===== src/rtl/lock_pkg.sv =====
// Shared lock-box constants: default code geometry used by keypad/display
// modules, the verifier state encoding and a counter width helper.
package lock_pkg;

    localparam int DEFAULT_DIGIT_W    = 3;
    localparam int DEFAULT_NUM_DIGITS = 3;

    localparam int STATE_W = 2;
    localparam logic [STATE_W-1:0] ST_IDLE    = 2'd0;
    localparam logic [STATE_W-1:0] ST_OPEN    = 2'd1;
    localparam logic [STATE_W-1:0] ST_PROG    = 2'd2;
    localparam logic [STATE_W-1:0] ST_LOCKOUT = 2'd3;

    // Bits needed to hold 0..max_value-1, never narrower than one bit.
    function automatic int count_width(input int max_value);
        return (max_value > 1) ? $clog2(max_value) : 1;
    endfunction

endpackage


===== src/rtl/lock_code_verifier_lockout_timer.sv =====
// Lockout down-counter: load starts a run of exactly LOCKOUT_CYCLES cycles,
// done pulses for one cycle on the last of them.
module lockout_timer
    import lock_pkg::*;
#(
    parameter int LOCKOUT_CYCLES = 300_000_000
) (
    input  logic clk,
    input  logic rst,
    input  logic load,
    output logic done
);

    localparam int TIMER_W = count_width(LOCKOUT_CYCLES);

    logic [TIMER_W-1:0] count;
    logic               running;

    assign done = running && (count == '0);

    always_ff @(posedge clk or posedge rst) begin
        if (rst) begin
            count   <= '0;
            running <= 1'b0;
        end else if (load) begin
            count   <= TIMER_W'(LOCKOUT_CYCLES - 1);
            running <= 1'b1;
        end else if (running) begin
            if (count == '0)
                running <= 1'b0;
            else
                count <= count - 1'b1;
        end
    end

endmodule


===== src/rtl/lock_code_verifier.sv =====
// Code-entry verifier: checks keyed digits against the stored code, unlocks
// on match, enforces a timed lockout after repeated failures, reprograms while open.
module lock_code_verifier
    import lock_pkg::*;
#(
    parameter int DIGIT_W        = DEFAULT_DIGIT_W,
    parameter int NUM_DIGITS     = DEFAULT_NUM_DIGITS,
    parameter int MAX_FAILS      = 3,
    parameter int LOCKOUT_CYCLES = 300_000_000,
    parameter logic [NUM_DIGITS*DIGIT_W-1:0] DEFAULT_CODE = '0
) (
    input  logic                               CLK,
    input  logic                               RST,
    input  logic                               en_valid,
    input  logic [DIGIT_W-1:0]                 en_digit,
    input  logic                               clear,
    input  logic                               lock,
    input  logic                               prog_valid,
    input  logic [DIGIT_W-1:0]                 prog_digit,
    output logic                               unlocked,
    output logic                               fail,
    output logic                               locked_out,
    output logic                               prog_done,
    output logic [$clog2(NUM_DIGITS+1)-1:0]    digit_count,
    output logic [$clog2(MAX_FAILS+1)-1:0]     fail_count
);

    localparam int CODE_W = NUM_DIGITS * DIGIT_W;
    localparam int DCW    = $clog2(NUM_DIGITS + 1);
    localparam int FCW    = $clog2(MAX_FAILS + 1);
    localparam logic [DCW-1:0] LAST_DIGIT = DCW'(NUM_DIGITS - 1);
    localparam logic [FCW-1:0] FAIL_LIMIT = FCW'(MAX_FAILS);

    logic [STATE_W-1:0] state;
    logic [CODE_W-1:0]  code;
    logic [CODE_W-1:0]  shadow;
    logic [CODE_W-1:0]  shadow_next;
    logic               mismatch;
    logic               digit_wrong;
    logic               final_digit;
    logic               entry_done;
    logic               entry_ok;
    logic               fail_limit_hit;
    logic               timer_load;
    logic               timer_done;
    logic [DCW-1:0]     prog_index;

    assign digit_wrong    = en_digit != code[digit_count*DIGIT_W +: DIGIT_W];
    assign final_digit    = digit_count == LAST_DIGIT;
    assign entry_done     = (state == ST_IDLE) && en_valid && !clear && final_digit;
    assign entry_ok       = !mismatch && !digit_wrong;
    assign fail_limit_hit = fail_count == (FAIL_LIMIT - 1'b1);
    assign timer_load     = entry_done && !entry_ok && fail_limit_hit;

    // The first programming digit arrives while still OPEN and always lands in slot 0.
    assign prog_index = (state == ST_OPEN) ? '0 : digit_count;

    always_comb begin
        shadow_next = shadow;
        shadow_next[prog_index*DIGIT_W +: DIGIT_W] = prog_digit;
    end

    lockout_timer #(
        .LOCKOUT_CYCLES(LOCKOUT_CYCLES)
    ) u_lockout_timer (
        .clk  (CLK),
        .rst  (RST),
        .load (timer_load),
        .done (timer_done)
    );

    always_ff @(posedge CLK or posedge RST) begin
        if (RST) begin
            state       <= ST_IDLE;
            code        <= DEFAULT_CODE;
            shadow      <= '0;
            digit_count <= '0;
            fail_count  <= '0;
            mismatch    <= 1'b0;
            unlocked    <= 1'b0;
            fail        <= 1'b0;
            locked_out  <= 1'b0;
            prog_done   <= 1'b0;
        end else begin
            fail      <= 1'b0;
            prog_done <= 1'b0;
            case (state)
                ST_IDLE: begin
                    if (clear) begin
                        digit_count <= '0;
                        mismatch    <= 1'b0;
                    end else if (en_valid) begin
                        if (final_digit) begin
                            digit_count <= '0;
                            mismatch    <= 1'b0;
                            if (entry_ok) begin
                                state      <= ST_OPEN;
                                unlocked   <= 1'b1;
                                fail_count <= '0;
                            end else begin
                                fail <= 1'b1;
                                if (fail_count != FAIL_LIMIT)
                                    fail_count <= fail_count + 1'b1;
                                if (fail_limit_hit) begin
                                    state      <= ST_LOCKOUT;
                                    locked_out <= 1'b1;
                                end
                            end
                        end else begin
                            digit_count <= digit_count + 1'b1;
                            mismatch    <= mismatch | digit_wrong;
                        end
                    end
                end
                ST_OPEN, ST_PROG: begin
                    if (lock) begin
                        state       <= ST_IDLE;
                        unlocked    <= 1'b0;
                        shadow      <= '0;
                        digit_count <= '0;
                    end else if (clear && state == ST_PROG) begin
                        state       <= ST_OPEN;
                        shadow      <= '0;
                        digit_count <= '0;
                    end else if (prog_valid) begin
                        shadow <= shadow_next;
                        if (prog_index == LAST_DIGIT) begin
                            code        <= shadow_next;
                            prog_done   <= 1'b1;
                            digit_count <= '0;
                            state       <= ST_OPEN;
                        end else begin
                            digit_count <= prog_index + 1'b1;
                            state       <= ST_PROG;
                        end
                    end
                end
                ST_LOCKOUT: begin
                    if (timer_done) begin
                        state       <= ST_IDLE;
                        locked_out  <= 1'b0;
                        fail_count  <= '0;
                        digit_count <= '0;
                        mismatch    <= 1'b0;
                    end
                end
                default: state <= ST_IDLE;
            endcase
        end
    end

endmodule


===== config.mk =====
export PLATFORM = sky130hd
export DESIGN_NAME = lock_code_verifier
export DESIGN_NICKNAME = d
export VERILOG_FILES = /design/src/rtl/lock_pkg.sv /design/src/rtl/lock_code_verifier_lockout_timer.sv /design/src/rtl/lock_code_verifier.sv
export SDC_FILE = /design/constraint.sdc
export NUM_CORES = 1
export LEC_CHECK = 0
export BUFFER_PORTS_ARGS = -buffer_cell sky130_fd_sc_hd__buf_2
export CELL_PAD_IN_SITES_DETAIL_PLACEMENT = 1
export CELL_PAD_IN_SITES_GLOBAL_PLACEMENT = 1
export CORE_ASPECT_RATIO = 1.75
export CORE_MARGIN = 4
export CORE_UTILIZATION = 30
export DETAILED_ROUTE_END_ITERATION = 8
export PLACE_DENSITY_LB_ADDON = 0.05
export SYNTH_ARGS = -nofsm -noshare
export SYNTH_HDL_FRONTEND = slang
export SYNTH_SLANG_ARGS = --single-unit

===== constraint.sdc =====
create_clock -name CLK -period 4.65 [get_ports CLK]
set_input_delay 0.93 -clock CLK [delete_from_list [all_inputs] [get_ports CLK]]
set_output_delay 0.93 -clock CLK [all_outputs]
set_load 0.05 [all_outputs]

==> metrics, run 1 <==
number of iterations in the first detailed-routing pass 4; chip width 86.4 um; leakage power summed over all cells 0.00145 uW; number of port buffers 19; share of the cycle needed by the critical path after routing 59.7%; post-CTS resize count 0; maximum achievable frequency 0.360 GHz; final critical delay including setup and external delays 2.78 ns; post-detailed-routing wire length 8300 um; hold_buf cts 0; slew at the pin closest to its max-slew limit 0.921 ns; Die Y 145 um; routed via count divided by cell count 5.19; total CTS buffers 5; maximum level of the CTS H-tree 2; result of the run finished clean; share of the synthesized netlist area taken by xor and xnor gates 5.16%; fin cells 489; Initial Util 30.9%; share of async-settable or async-resettable flops after synthesis 100%; Net count, final 386; power density over the cells 564 mW/mm2; Data required, critical path 4.83 ns; synthesis warning total 0; initial antenna violation count 0; global placement routability congestion 0.712; core region area 0.0104 mm2; type of the worst setup path flip-flop to flip-flop; Arr. time, crit path 2.96 ns; die area 0.0125 mm2; number of distinct standard cells referenced by the synthesized netlist 57; largest family of logic cells by synthesized area simple AND/OR/NAND/NOR gates; area share of the largest cell type after synthesis 43.5%; clock-pin slew reported for the worst setup and hold paths after clock tree synthesis 0.08 ns; first-pass GRT wire length 14400 um; remaining max-slew budget at the tightest pin 38.4%; compound-gate portion of the synthesized area 15.6%; DP Worst Slack 1.65 ns; worst setup skew after layout 0.00806 ns; cell area after synthesis 0.00322 mm2; most area-hungry cell type in the Yosys netlist sky130_fd_sc_hd__dfrtp_1; vias in the first global route 2808; total overflow reported by the global router 0; unrepaired setup endpoints after global routing no; antenna diode count 0; I/O pin total 20; number of buffers inserted to repair setup after CTS 0; post-synthesis simple-gate area fraction 24.7%; TritonCTS Sinks 56; post-DP HPWL 6190 um; final hold violation count 0; number of maximum-capacitance constraint violations 0; number of rows in the core area 49; placed cell count 481; mean post-synth cell area 9.37 um2; most common library cell in the layout ignoring fill and taps sky130_fd_sc_hd__dfrtp_1; buffer depth of the longest clock path 2; path class of the lowest-slack min-delay path flip-flop to flip-flop; drt first-iter violations 48; final-layout setup total negative slack 0 ns; post-synthesis sequential area ratio 43.5%; final setup margin 1.87 ns; Layout Area Growth over Synthesis 12.5%; post-synthesis register bit count 56; wire length per cell 17.0 um; Pins Over Slew Limit 0; net count after synthesis 369; clock latency at the later pin of the worst-skew pair 0.30 ns; type of destination of the critical path flip-flop; top cells by area in the synthesized netlist sky130_fd_sc_hd__dfrtp_1 (43%), sky130_fd_sc_hd__nand2_1 (5.7%), sky130_fd_sc_hd__ha_1 (5.0%), sky130_fd_sc_hd__o21ai_0 (3.6%), sky130_fd_sc_hd__nor2_1 (2.9%); maximum vdd drop 331 uV; instance count of the mapped netlist 344; CTS tree built; maximum number of pins on one net before global-route repair 38; post-synthesis adder-cell area fraction 5.05%; startpoint class of the critical path flip-flop; post-synthesis mux area share 2.29%; post-detailed-route count of antenna-violating nets 0; commonest non-fill, non-tap cells in the layout sky130_fd_sc_hd__dfrtp_1 (56), sky130_fd_sc_hd__nand2_1 (49), sky130_fd_sc_hd__nor2_1 (25); count of vias placed by the detailed router 2538; most frequently used flop master after synthesis sky130_fd_sc_hd__dfrtp_1; fraction of layout instances using a drive strength above 1 13.5%; DR DRC count 0; overall track demand over capacity in global routing 14.4%; number of flops mapped to enable cells by yosys 0; Final setup violation count 0; maximum fanout encountered on the critical timing path 6; CTS Root Cell sky130_fd_sc_hd__clkbuf_16
[critical path, cell delays in order, from the launching register on]
cell and delay [ns]:
sky130_fd_sc_hd__dfrtp_1 0.43, sky130_fd_sc_hd__or4_4 0.56, sky130_fd_sc_hd__nor4b_1 0.51, sky130_fd_sc_hd__nand4_1 0.30, sky130_fd_sc_hd__a222oi_1 0.57, sky130_fd_sc_hd__o211ai_1 0.15
sky130_fd_sc_hd__o21a_1 0.14
[report_power, final]
part | total, uW | leakage (uW) | internal (uW) | switching, uW
Clock | 455 | 0.0000871 | 270 | 184
Combinational | 825 | 0.000732 | 319 | 506
Sequential | 765 | 0.000629 | 620 | 146
[cell families after synthesis]
group	count (synthesis)
AO/OA/AOI/OAI	69
AND/OR/NAND/NOR	151
multiplexers	7
adder cells (fa/ha/maj)	13
flip-flops	56
XOR/XNOR	19
buffers and inverters	29
[synthesized netlist by cell type (4+ instances only)]
master	n
sky130_fd_sc_hd__xor2_1	9
sky130_fd_sc_hd__nand3_1	12
sky130_fd_sc_hd__dfrtp_1	56
sky130_fd_sc_hd__clkbuf_1	8
sky130_fd_sc_hd__o211ai_1	4
sky130_fd_sc_hd__nor2_1	25
sky130_fd_sc_hd__nor3_1	9
sky130_fd_sc_hd__nand2b_1	6
sky130_fd_sc_hd__xnor2_1	10
sky130_fd_sc_hd__o21ai_0	23
sky130_fd_sc_hd__inv_1	17
sky130_fd_sc_hd__nand2_1	49
sky130_fd_sc_hd__ha_1	13
sky130_fd_sc_hd__a22o_1	8
sky130_fd_sc_hd__a21oi_1	14
sky130_fd_sc_hd__nor4_1	5
sky130_fd_sc_hd__mux2i_1	4
sky130_fd_sc_hd__and3_1	6
sky130_fd_sc_hd__or3_1	7
sky130_fd_sc_hd__nor2b_1	10
[layer usage]
layer	part of all wire (%)	vias to the layer above	GRT usage, %
li1	-	1239	-
met1	41	1269	17.0
met2	56	20	25.9
met3	1.2	10	1.87
met4	2.2	0	5.23
met5	0	-	0
[per-stage QoR]
| stage | hold slack [ns] | instance area, um2 | util [%] | power (uW) |
|---|---|---|---|---|
| 2_1_floorplan | 0.444 | 3220 | - | 1380 |
| 3_3_place_gp | 0.463 | 3450 | 33.1 | 1600 |
| 4_1_cts | 0.489 | 3630 | 34.8 | 2100 |
| 3_5_place_dp | 0.470 | 3450 | 33.1 | 1620 |
| 6_report | 0.483 | 3630 | 34.8 | 2040 |
| 5_1_grt | 0.512 | 3630 | 34.8 | 2220 |
[state kept, by name (all words and copies together) (netlist names)]
| register | flops |
|---|---|
| code | 9 |
| digit_count | 2 |
| fail | 1 |
| fail_count | 2 |
| locked_out | 1 |
| mismatch | 1 |
| prog_done | 1 |
| shadow | 6 |
| state | 2 |
| u_lockout_timer.count | 29 |
| u_lockout_timer.running | 1 |
| unlocked | 1 |
[layout make-up]
class                      count  area, um2
clock buffer                   6        139
clock inverter                 2       38.8
fill                        1242       6800
inverter                      17       63.8
multi-input combinational    259       1710
sequential                    56       1400
tap                          127        159
timing repair buffer          22        118
[final timing paths]
path / startpoint / end / slack [ns] / depth (start not counted)
worst min-delay path: code[1] / code[1] / 0.48 / 2
worst max register to register: u_lockout_timer.count[5] / digit_count[0] / 1.87 / 6
min in group asynchronous: RST / fail_count[0] / 0.79 / 2
worst min register to register: code[1] / code[1] / 0.48 / 2
max in group asynchronous: RST / u_lockout_timer.count[4] / 3.05 / 3
worst max-delay path: u_lockout_timer.count[5] / digit_count[0] / 1.87 / 6
No activity file was read; power rests on OpenSTA's default activity.
==> run 2: changes to the inputs <==
--- a/config.mk
+++ b/config.mk
@@ -5,6 +5,7 @@
 export SDC_FILE = /design/constraint.sdc
 export NUM_CORES = 1
 export LEC_CHECK = 0
+export ABC_AREA = 1
 export BUFFER_PORTS_ARGS = -buffer_cell sky130_fd_sc_hd__buf_2
 export CELL_PAD_IN_SITES_DETAIL_PLACEMENT = 1
 export CELL_PAD_IN_SITES_GLOBAL_PLACEMENT = 1
==> constraint.sdc (replaced) <==
create_clock -name CLK -period 2.6 [get_ports CLK]
set_input_delay 0.52 -clock CLK [delete_from_list [all_inputs] [get_ports CLK]]
set_output_delay 0.52 -clock CLK [all_outputs]
set_load 0.05 [all_outputs]
==> run 2 against run 1 <==
  * Register-to-register slack worse by 1.5 ns
  * Hold slack worse by 0.061 ns
  * Via count up 18%
  * Worst setup slack worse by 1.5 ns
  * Non-clock buffer count up 3
==> metrics, run 2 <==
result of the run finished clean (unchanged); core region area 0.0112 mm2 (was 0.0104 mm2); chip width 89.1 um (was 86.4 um); Largest register FFs 29 (unchanged); CTS tree built (unchanged); most frequently used flop master after synthesis sky130_fd_sc_hd__dfrtp_1 (unchanged); CTS Root Cell sky130_fd_sc_hd__clkbuf_16 (unchanged); count of vias placed by the detailed router 3003 (was 2538); Data required, critical path 2.82 ns (was 4.83 ns); remaining max-slew budget at the tightest pin 49.7% (was 38.4%); WHS 0.422 ns (was 0.483 ns); total CTS buffers 5 (unchanged); most area-hungry cell type in the Yosys netlist sky130_fd_sc_hd__dfrtp_1 (unchanged); Layout Area Growth over Synthesis 11.1% (was 12.5%); commonest non-fill, non-tap cells in the layout sky130_fd_sc_hd__nand2_1 (105), sky130_fd_sc_hd__nor2_1 (70), sky130_fd_sc_hd__dfrtp_1 (56) (was sky130_fd_sc_hd__dfrtp_1 (56), sky130_fd_sc_hd__nand2_1 (49), sky130_fd_sc_hd__nor2_1 (25)); startpoint class of the critical path flip-flop (unchanged); number of port buffers 19 (unchanged); Die Y 150 um (was 145 um); number of distinct standard cells referenced by the synthesized netlist 37 (was 57); cells traversed along the worst timing path inv_1, ha_1, nor2_1, inv_1, ha_1, nor2_1, nand3_1, inv_1, nand2_1, o21ai_0, nand2_1, o21ai_0 (was or4_4, nor4b_1, nand4_1, a222oi_1, o211ai_1, o21a_1); vias in the first global route 3181 (was 2808); initial antenna violation count 0 (unchanged); Arr. time, crit path 2.44 ns (was 2.96 ns); TritonCTS Sinks 56 (unchanged); Net count, final 510 (was 386); post-detailed-routing wire length 9470 um (was 8300 um); I/O pin total 20 (unchanged); number of flops mapped to enable cells by yosys 0 (unchanged); maximum level of the CTS H-tree 2 (unchanged); fill cell instance count of the final layout 1388 (was 1242); cell area after synthesis 0.00345 mm2 (was 0.00322 mm2); maximum number of pins on one net before global-route repair 57 (was 38); post-synthesis simple-gate area fraction 36.0% (was 24.7%); post-synthesis register bit count 56 (unchanged); Initial Util 30.9% (about the same); Pins Over Slew Limit 0 (unchanged); Tot Pwr 3700 uW (was 2040 uW); number of buffers inserted to repair setup after CTS 0 (unchanged); Post-Layout Inst Area 0.00384 mm2 (was 0.00363 mm2); most common library cell in the layout ignoring fill and taps sky130_fd_sc_hd__nand2_1 (was sky130_fd_sc_hd__dfrtp_1); post-synthesis adder-cell area fraction 4.71% (was 5.05%); post-synthesis mux area share 0% (was 2.29%); drt first-iter violations 52 (was 48); synthesis warning total 0 (unchanged); top cells by area in the synthesized netlist sky130_fd_sc_hd__dfrtp_1 (41%), sky130_fd_sc_hd__nand2_1 (11%), sky130_fd_sc_hd__nor2_1 (7.6%), sky130_fd_sc_hd__inv_1 (6.0%), sky130_fd_sc_hd__nand3_1 (5.5%) (was sky130_fd_sc_hd__dfrtp_1 (43%), sky130_fd_sc_hd__nand2_1 (5.7%), sky130_fd_sc_hd__ha_1 (5.0%), sky130_fd_sc_hd__o21ai_0 (3.6%), sky130_fd_sc_hd__nor2_1 (2.9%)); cell types with the highest counts after synthesis sky130_fd_sc_hd__nand2_1 (105), sky130_fd_sc_hd__nor2_1 (70), sky130_fd_sc_hd__dfrtp_1 (56), sky130_fd_sc_hd__inv_1 (55), sky130_fd_sc_hd__nand3_1 (38) (was sky130_fd_sc_hd__dfrtp_1 (56), sky130_fd_sc_hd__nand2_1 (49), sky130_fd_sc_hd__nor2_1 (25), sky130_fd_sc_hd__o21ai_0 (23), sky130_fd_sc_hd__inv_1 (17)); maximum fanout encountered on the critical timing path 7 (was 6); type of destination of the critical path flip-flop (unchanged); area share of the largest cell type after synthesis 40.6% (was 43.5%); post-CTS resize count 0 (unchanged); maximum achievable frequency 0.451 GHz (was 0.360 GHz); routed via count divided by cell count 4.86 (was 5.19); registers with the most flip-flops u_lockout_timer.count (29), code (9), shadow (6) (unchanged); wire length per cell 15.3 um (was 17.0 um); DR DRC count 0 (unchanged); final hold violation count 0 (unchanged); compound-gate portion of the synthesized area 7.36% (was 15.6%); die area 0.0134 mm2 (was 0.0125 mm2); global placement routability congestion 0.771 (was 0.712); Final setup violation count 0 (unchanged); most common cell in the netlist sky130_fd_sc_hd__nand2_1 (was sky130_fd_sc_hd__dfrtp_1); post-detailed-route count of antenna-violating nets 0 (unchanged); mean post-synth cell area 7.52 um2 (was 9.37 um2); leakage power summed over all cells 0.00168 uW (was 0.00145 uW); maximum vdd drop 472 uV (was 331 uV); net count after synthesis 484 (was 369); path class of the lowest-slack min-delay path input port to asynchronous set/reset pin (was flip-flop to flip-flop); share of async-settable or async-resettable flops after synthesis 100% (unchanged); placed cell count 610 (was 481); fin cells 618 (was 489); cell with the most instances on the worst path sky130_fd_sc_hd__inv_1; worst setup skew after layout 0.00752 ns (was 0.00806 ns); antenna diode count 0 (unchanged); largest family of logic cells by synthesized area simple AND/OR/NAND/NOR gates (unchanged); final-layout setup total negative slack 0 ns (unchanged); clock-pin slew reported for the worst setup and hold paths after clock tree synthesis 0.08 ns (about the same); share of the cycle needed by the critical path after routing 85.3% (was 59.7%); buffer depth of the longest clock path 2 (unchanged); fraction of layout instances using a drive strength above 1 14.0% (was 13.5%); clock latency at the later pin of the worst-skew pair 0.30 ns (about the same); overall track demand over capacity in global routing 15.5% (was 14.4%); unrepaired setup endpoints after global routing no (unchanged); first-pass GRT wire length 15800 um (was 14400 um); number of iterations in the first detailed-routing pass 4 (unchanged); share of the synthesized netlist area taken by xor and xnor gates 2.79% (was 5.16%); total overflow reported by the global router 0 (unchanged); number of maximum-capacitance constraint violations 0 (unchanged); Crit-path slowest cell sky130_fd_sc_hd__dfrtp_1 (was sky130_fd_sc_hd__a222oi_1); post-synthesis sequential area ratio 40.6% (was 43.5%); instance count of the mapped netlist 459 (was 344); hold_buf cts 0 (unchanged); number of rows in the core area 51 (was 49); slew at the pin closest to its max-slew limit 0.755 ns (was 0.921 ns); type of the worst setup path flip-flop to flip-flop (unchanged); power density over the cells 965 mW/mm2 (was 564 mW/mm2); delay of the slowest cell on the worst path 0.41 ns (was 0.57 ns); area post-placement 0.00369 mm2 (was 0.00345 mm2); largest register by flop count u_lockout_timer.count (unchanged); final critical delay including setup and external delays 2.22 ns (was 2.78 ns); post-DP HPWL 7570 um (was 6190 um)
## run 2: cell count changes after synthesis, sizes merged, moves of 6 or more
cell / before / now
nor2: 26 / 84
inv: 17 / 61
nor2b: 11 / 0
nand2: 49 / 108
xnor2: 10 / 2
a22o: 8 / 0
a21oi: 14 / 1
o22ai: 0 / 8
nand2b: 6 / 0
or3: 7 / 0
clkbuf: 8 / 0
or2: 0 / 7
nand3: 12 / 47
## run 2: final timing paths
check | end | start | slack (ns) | depth (start not counted)
max in group asynchronous | state[0] | RST | 1.67 | 3
setup reg to reg | shadow[0] | state[1] | 0.38 | 12
hold reg to reg | u_lockout_timer.count[28] | u_lockout_timer.count[28] | 0.49 | 2
hold / removal | code[5] | RST | 0.42 | 3
setup / recovery | shadow[0] | state[1] | 0.38 | 12
min in group CLK | u_lockout_timer.count[28] | u_lockout_timer.count[28] | 0.49 | 2
## run 2: metrics by stage
stage	setup slack (ns)	utilization, %
after global routing	0.108	34.4
after global placement	0.482	33.0
after CTS	0.378	34.4
after floorplan	0.455	-
after detailed placement	0.389	33.0
final	0.383	34.4
## run 2: kinds of logic (layout without fill, tap and decap cells)
group,Yosys count,after routing
compound gates,45,45
buf+inv,67,94
xor+xnor,11,11
fa+ha+maj,13,13
flops,56,56
simple gates,267,267
## run 2: per-layer routing
layer | global-route usage, % | part of all wire [%] | vias up
li1 | - | - | 1519
met1 | 16.2 | 37 | 1454
met4 | 4.99 | 2.1 | 0
met5 | 0 | 0 | -
met2 | 30.2 | 59 | 20
met3 | 1.98 | 1.5 | 10
## run 2: final cells by class
cell class,count,area [um2],area share [%]
repair buffers,25,140,3.65
multi-input cells,336,1750,45.7
clock inverters,3,21.3,0.554
clock buffers,5,125,3.26
flip-flops and latches,56,1400,36.5
inverters,61,229,5.97
well taps,132,165,4.31
## run 2: report_power, final
group	switching [uW]	internal (uW)	leakage (uW)
sequential	209	1110	0.000635
clock	350	361	0.0000702
combinational	1130	549	0.000973
total	1680	2020	0.00168
## run 2: critical path, delay by kind of cell, from the launching register on
kind | cells | cell delay, ns
buffers and inverters | 3 | 0.35
AND/OR/NAND/NOR | 5 | 0.59
adder cells (fa/ha/maj) | 2 | 0.63
AO/OA/AOI/OAI | 2 | 0.18
flip-flops | 1 | 0.41
